$ cat config.mk
export PLATFORM = sky130hd
export DESIGN_NAME = spi_master_16
export DESIGN_NICKNAME = d
export VERILOG_FILES = /design/src/rtl/spi_master_16.sv
export SDC_FILE = /design/constraint.sdc
export NUM_CORES = 1
export LEC_CHECK = 0
export CAP_MARGIN = 5
export CORE_UTILIZATION = 60
export CTS_BUF_LIST = sky130_fd_sc_hd__clkbuf_8
export CTS_CLUSTER_SIZE = 8
export DETAILED_ROUTE_END_ITERATION = 10
export PLACE_DENSITY = 0.85
export SETUP_SLACK_MARGIN = 0.02
export SLEW_MARGIN = 25
export SYNTH_ARGS = -nofsm -noshare
export SYNTH_HDL_FRONTEND = slang
export SYNTH_SLANG_ARGS = --single-unit
$ cat constraint.sdc
create_clock -name clk -period 4.15 [get_ports clk]
set_input_delay 0.6225 -clock clk [delete_from_list [all_inputs] [get_ports clk]]
set_output_delay 0.6225 -clock clk [all_outputs]
set_load 0.02 [all_outputs]
$ cat src/rtl/spi_master_16.sv
// Single-frame SPI mode-0 master: shifts one DATA_W word out on mosi MSB first
// while capturing miso, then returns the received word with a one-cycle done.
module spi_master_16 #(
  parameter int DATA_W  = 16,
  parameter int CLK_DIV = 4,
  parameter int SS_GAP  = 2
) (
  input  logic              clk,
  input  logic              resetn,
  input  logic              start,
  input  logic [DATA_W-1:0] tx_data,
  output logic              busy,
  output logic              done,
  output logic [DATA_W-1:0] rx_data,
  output logic              sclk,
  output logic              mosi,
  input  logic              miso,
  output logic              ss
);
  localparam int CW = (CLK_DIV > 1) ? $clog2(CLK_DIV) : 1;
  localparam int GW = (SS_GAP > 1) ? $clog2(SS_GAP) : 1;
  localparam int BW = (DATA_W > 1) ? $clog2(DATA_W) : 1;
  localparam logic [CW-1:0] CNT_LAST = CW'(CLK_DIV - 1);
  localparam logic [GW-1:0] GAP_LAST = GW'(SS_GAP - 1);
  localparam logic [BW-1:0] BIT_LAST = BW'(DATA_W - 1);

  typedef enum logic [2:0] {IDLE, SETUP, SCK_HI, SCK_LO, HOLD, GAP} state_t;

  state_t            state, state_nxt;
  logic [CW-1:0]     cnt, cnt_nxt;
  logic [GW-1:0]     gap_cnt, gap_cnt_nxt;
  logic [BW-1:0]     bit_cnt, bit_cnt_nxt;
  logic [DATA_W-1:0] tx_sh, tx_sh_nxt, rx_sh, rx_sh_nxt, rx_data_nxt;
  logic              busy_nxt, done_nxt, sclk_nxt, mosi_nxt, ss_nxt;
  logic              phase_end;

  assign phase_end = (cnt == CNT_LAST);

  always_ff @(posedge clk or negedge resetn) begin
    if (!resetn) begin
      state   <= IDLE;
      cnt     <= '0;
      gap_cnt <= '0;
      bit_cnt <= '0;
      tx_sh   <= '0;
      rx_sh   <= '0;
      rx_data <= '0;
      busy    <= 1'b0;
      done    <= 1'b0;
      sclk    <= 1'b0;
      mosi    <= 1'b0;
      ss      <= 1'b1;
    end else begin
      state   <= state_nxt;
      cnt     <= cnt_nxt;
      gap_cnt <= gap_cnt_nxt;
      bit_cnt <= bit_cnt_nxt;
      tx_sh   <= tx_sh_nxt;
      rx_sh   <= rx_sh_nxt;
      rx_data <= rx_data_nxt;
      busy    <= busy_nxt;
      done    <= done_nxt;
      sclk    <= sclk_nxt;
      mosi    <= mosi_nxt;
      ss      <= ss_nxt;
    end
  end

  always_comb begin
    state_nxt   = state;
    cnt_nxt     = '0;
    gap_cnt_nxt = '0;
    bit_cnt_nxt = bit_cnt;
    tx_sh_nxt   = tx_sh;
    rx_sh_nxt   = rx_sh;
    rx_data_nxt = rx_data;
    busy_nxt    = busy;
    done_nxt    = 1'b0;
    sclk_nxt    = sclk;
    mosi_nxt    = mosi;
    ss_nxt      = ss;
    // Every frame phase is exactly CLK_DIV cycles long.
    if (state inside {SETUP, SCK_HI, SCK_LO, HOLD})
      cnt_nxt = phase_end ? '0 : cnt + CW'(1);
    case (state)
      IDLE: if (start) begin
        tx_sh_nxt   = tx_data;
        rx_sh_nxt   = '0;
        bit_cnt_nxt = '0;
        ss_nxt      = 1'b0;
        mosi_nxt    = tx_data[DATA_W-1];
        busy_nxt    = 1'b1;
        state_nxt   = SETUP;
      end
      SETUP, SCK_LO: if (phase_end) begin
        sclk_nxt  = 1'b1;
        rx_sh_nxt = {rx_sh[DATA_W-2:0], miso};
        state_nxt = SCK_HI;
      end
      SCK_HI: if (phase_end) begin
        sclk_nxt = 1'b0;
        if (bit_cnt != BIT_LAST) begin
          tx_sh_nxt   = tx_sh << 1;
          mosi_nxt    = tx_sh[DATA_W-2];
          bit_cnt_nxt = bit_cnt + BW'(1);
          state_nxt   = SCK_LO;
        end else begin
          state_nxt = HOLD;
        end
      end
      HOLD: if (phase_end) begin
        ss_nxt      = 1'b1;
        mosi_nxt    = 1'b0;
        rx_data_nxt = rx_sh;
        done_nxt    = 1'b1;
        state_nxt   = GAP;
      end
      GAP: begin
        if (gap_cnt == GAP_LAST) begin
          busy_nxt  = 1'b0;
          state_nxt = IDLE;
        end else begin
          gap_cnt_nxt = gap_cnt + GW'(1);
        end
      end
      default: state_nxt = IDLE;
    endcase
  end
endmodule
* Word level (Yosys, flattened, before mapping)
Cells that the tools add are included.
** Word-level totals
- Bits in registers :: 62
- Output and inout bits :: 21
- Input bits :: 20
** Operators by class
- Reduce and logical (&&, ||, !) cells :: 17
- Add/subtract/negate cells :: 3
- Multiplexer cells :: 36
- Eq/ne operators :: 13
** Operators with widths (number)
- 15-bit two-way mux :: 3
- 16-bit two-way mux :: 2
- 16-bit one-hot mux with 2 select lines :: 1
- 15-bit one-hot mux with 2 select lines :: 1
- 3-bit two-way mux :: 6
- 3-bit one-hot mux with 5 select lines :: 1
- 1-bit two-way mux :: 12
- 4-bit two-way mux :: 3
- 3-bit AND reduction :: 4
- 2-bit inequality test (second input constant) :: 5
- 5-bit AND reduction :: 2
- 2-bit nonzero test :: 5
- 4-bit one-hot mux with 2 select lines :: 1
- 3-bit by 2-bit == test with 1-bit output (second input constant) :: 2
- 3-bit == test (second input constant) :: 2
- 1-bit one-hot mux with 2 select lines :: 3
- 4-bit by 1-bit adder with 4-bit output (second input constant) :: 1
- 2-bit two-way mux :: 2
- 4-bit inequality test (second input constant) :: 1
- 4-bit AND reduction :: 1
- 4-bit nonzero test :: 1
- 3-bit by 1-bit == test with 1-bit output (second input constant) :: 1
- 3-bit zero test :: 1
- 1-bit one-hot mux with 3 select lines :: 1
- 7 further kinds :: 7

* Depth between registers and ports, before layout
- Depth after elaboration :: 4
- Depth in mapped cells :: 7
- Depth with buffers taken out :: 4

* Worst setup path before layout
Ideal clock, no wire load.
- Path kind :: input-to-reg
- From :: in start
- To :: reg tx_sh[3]
- Data arrival time :: 1591 ps
- Setup time :: 119 ps
- Stages on the path :: 5
- Data required time :: 4031 ps
- Path buffers :: 2
- Setup slack :: 2440 ps
- Cells stage by stage :: or4b_1 buf_4 buf_6 o32a_1 o21a_1
** On the way
- Longest elaborated chain between the ends :: 2
** RTL lines
- start: declaration :: RTL line 10 : input logic start,
- 2-bit inequality test (no source line)
- 4-bit AND reduction (no source line)
- end signal: assignment :: RTL line 58 : tx_sh <= tx_sh_nxt;
- end: declaration :: RTL line 33 : logic [DATA_W-1:0] tx_sh, tx_sh_nxt, rx_sh, rx_sh_nxt, rx_data_nxt;
No other way between the ends.
A chain may end at the register's enable or synchronous reset.

* Worst setup path in the final report
- From :: reg cnt[0]
- To :: reg rx_data[14]
** On the way
- Longest elaborated chain between the ends :: 2
** RTL lines
- start: declaration :: RTL line 30 : logic [CW-1:0] cnt, cnt_nxt;
- start signal: assignment :: RTL line 55 : cnt <= cnt_nxt;
- 2-bit == test :: RTL line 37 : assign phase_end = (cnt == CNT_LAST);
- 2-bit AND reduction (no source line)
- end signal: assignment :: RTL line 60 : rx_data <= rx_data_nxt;
- end: declaration :: RTL line 14 : output logic [DATA_W-1:0] rx_data,
No other way between the ends.

==> impl_metrics.env <==
export IMPL_place_ws_ns=1.50
export IMPL_h_tree_depth=3
export IMPL_dp_cells=308
export IMPL_coreArea_mm2=0.00438
export IMPL_ctsRootBufferMaster="clkbuf_8"
export IMPL_fin_nets=289
export IMPL_synthCells=232
export IMPL_power_frac_clock=0.314
export IMPL_drive_gt1_frac=0.151
export IMPL_layout_worst_path_cycle_share=0.644
export IMPL_area_growth_pct=22.8
export IMPL_start_kind="flop"
export IMPL_worstPathCellList="ha_1 > inv_1 > nor3_4 > mux2_2"
export IMPL_synth_cell_types=43
export IMPL_ys_seq_area_frac=0.565
export IMPL_skew_ns=0.0110
export IMPL_final_setup_tns_ns=0
export IMPL_cp_slowest_stage_delay_ns=0.80
export IMPL_cts_made_buffers=9
export IMPL_power_internal_w=0.00142
export IMPL_drt_wl_total_um=5370
export IMPL_ff2ff_path_depth=4
export IMPL_synth_ff_type="dfrtp_1"
export IMPL_power_frac_seq=0.443
export IMPL_fin_ws_ns=1.48
export IMPL_track_usage=0.246
export IMPL_grt_pass1_vias=1856
export IMPL_wl_per_cell_um=16.6
export IMPL_crit_reg2reg_launch="cnt[0]"
export IMPL_end_kind="flop"
export IMPL_drv_slew=0
export IMPL_postCtsSetupRepairBufs=0
export IMPL_synth_top_area_frac=0.556
export IMPL_hpwl_um=3230
export IMPL_maxClockFrequency_mhz=374
export IMPL_power_leakage_nw=1.41
export IMPL_grt_overflow=0
export IMPL_synth_top_cells_by_count="61 x dfrtp_1, 21 x inv_1, 21 x o21ai_0, 17 x mux2_2, 16 x nand4_1"
export IMPL_hold_viol=0
export IMPL_postRouteAntennaNets=0
export IMPL_cp_max_fo=27
export IMPL_post_synth_top_count_cell="dfrtp_1"
export IMPL_firstDrtPassIters=4
export IMPL_clk_pin_slew_ns=0.07
export IMPL_drc=0
export IMPL_p_switching_w=0.000669
export IMPL_antenna_cells=0
export IMPL_min_delay_path_class="in -> async"
export IMPL_arrival_ns=2.91
export IMPL_cts_num_sinks=62
export IMPL_slowest_stage="ha_1"
export IMPL_cp_data_required_time_ns=4.38
export IMPL_die_h_um=69.7
export IMPL_tritoncts="yes"
export IMPL_die_area_mm2=0.00485
export IMPL_outcome="finished, final reports clean"
export IMPL_ctsHoldBuffers=0
export IMPL_p_sw_frac=0.321
export IMPL_crit_buf_inv=1
export IMPL_gp_congestion=0.719
export IMPL_rsz0062_at_grt="no"
export IMPL_min_period_ns=2.67
export IMPL_grt_max_degree=37
export IMPL_num_vias=2004
export IMPL_async_flop_share=1.00
export IMPL_grt_pass1_wl_um=9120
export IMPL_rrSetupSlack_ns=1.48
export IMPL_synth_seq_cells=62
export IMPL_vias_per_cell=6.19
export IMPL_final_cells=324
export IMPL_start_util=0.626
export IMPL_power_share_combinational=0.244
export IMPL_synth_edf_count=0
export IMPL_syn_area_per_cell_um2=11.8
export IMPL_worst_pin_slew_ns=1.01
export IMPL_antenna_found_initial=0
export IMPL_synth_warnings=0
export IMPL_drt_first_iter_violations=219
export IMPL_ir_drop_mv=0.428
export IMPL_cts_resized=0
export IMPL_max_slew_margin=0.324
export IMPL_setup_viol=0
export IMPL_synth_top_area_cell="dfrtp_1"
export IMPL_clk_insertion_delay_late_ns=0.35
export IMPL_port_buffer_count=40
export IMPL_synth_nets=254
export IMPL_r2r_end="rx_data[14]"
export IMPL_criticalPathCategory="reg -> reg"
export IMPL_synth_area_mm2=0.00275
export IMPL_row_count=24
export IMPL_power_density_mw_per_mm2=619
export IMPL_fp_dieW_um=69.7
export IMPL_drv_cap=0
export IMPL_io_pins=41
export IMPL_clockBufferDepth=2
export IMPL_crit_family="adder cells"
export IMPL_final_util=0.769
export IMPL_ys_top_cells_by_area="dfrtp_1 56%, mux2_2 7.0%, o32a_1 5.1%, o21a_1 4.1%, o21ai_0 3.8%"
-- placed cells by master (no fill, tap or decap), types with 3 or more instances in the layout --
| cell type | instances |
|---|---|
| clkdlybuf4s50_1 | 39 |
| nand3_1 | 3 |
| nand2_1 | 5 |
| o32a_1 | 14 |
| mux2_2 | 17 |
| o21a_1 | 15 |
| dfrtp_1 | 61 |
| nand4_1 | 16 |
| bufinv_16 | 3 |
| nor2_1 | 3 |
| o21ai_0 | 21 |
| clkbuf_8 | 10 |
| nand2b_1 | 3 |
| inv_1 | 22 |
| mux2i_1 | 3 |
-- power groups by stage --
| stage | combinational, W | sequential, W | clock, W |
|---|---|---|---|
| floorplan | 0.000430 | 0.000863 | 0 |
| global placement | 0.000478 | 0.000920 | 0 |
| detailed placement | 0.000501 | 0.000931 | 0 |
| CTS | 0.000509 | 0.000920 | 0.000667 |
| global route | 0.000566 | 0.000947 | 0.000691 |
| finish | 0.000509 | 0.000924 | 0.000655 |
-- registers in the layout (all words and copies together), names as in the netlist --
name and count:
sclk 1, done 1, busy 1, ss 1, rx_data 16, mosi 1
state 3, cnt 2, tx_sh 15, bit_cnt 4, gap_cnt 1, rx_sh 16
-- kinds of logic after synthesis --
group / after synthesis / share of synthesized area
compound gates: 64 / 0.175
fa+ha+maj: 2 / 0.00911
mux: 21 / 0.0847
simple gates: 42 / 0.0970
buf+inv: 40 / 0.0656
xor+xnor: 1 / 0.00319
flops: 62 / 0.565
-- per-layer routing --
layer,wire length [um],vias up,global-route usage
li1,-,914,-
met5,0,-,0
met3,249,13,0.0756
met4,107,0,0.102
met1,2410,1020,0.341
met2,2600,57,0.362
-- how the worst max path moves through the flow --
stage                       from          end  slack [ns]  depth (start not counted)
after floorplan            start     tx_sh[3]        2.44                          5
after global routing      cnt[0]  rx_data[14]        1.35                          4
after CTS                 cnt[0]  rx_data[14]        1.50                          4
final                     cnt[0]  rx_data[14]        1.48                          4
after global placement    cnt[0]   rx_data[9]        1.59                          4
after detailed placement  cnt[0]  rx_data[14]        1.50                          4
-- metrics by stage --
step           hold slack [ns]  area (um^2)  power, W
2_1_floorplan            0.327         2750   0.00129
3_3_place_gp             0.425         3120   0.00140
3_5_place_dp             0.435         3120   0.00143
4_1_cts                  0.273         3370   0.00210
5_1_grt                  0.301         3370   0.00220
6_report                 0.265         3370   0.00209
-- area by class of cell --
cell class                 count  area, um^2
clock buffer                  10         138
clock inverter                 6         110
fill                         299        1010
inverter                      22        82.6
multi-input combinational    130        1010
sequential                    62        1550
tap                           52        65.1
timing repair buffer          42         410
Note: power is estimated with default switching activity, not from simulation.
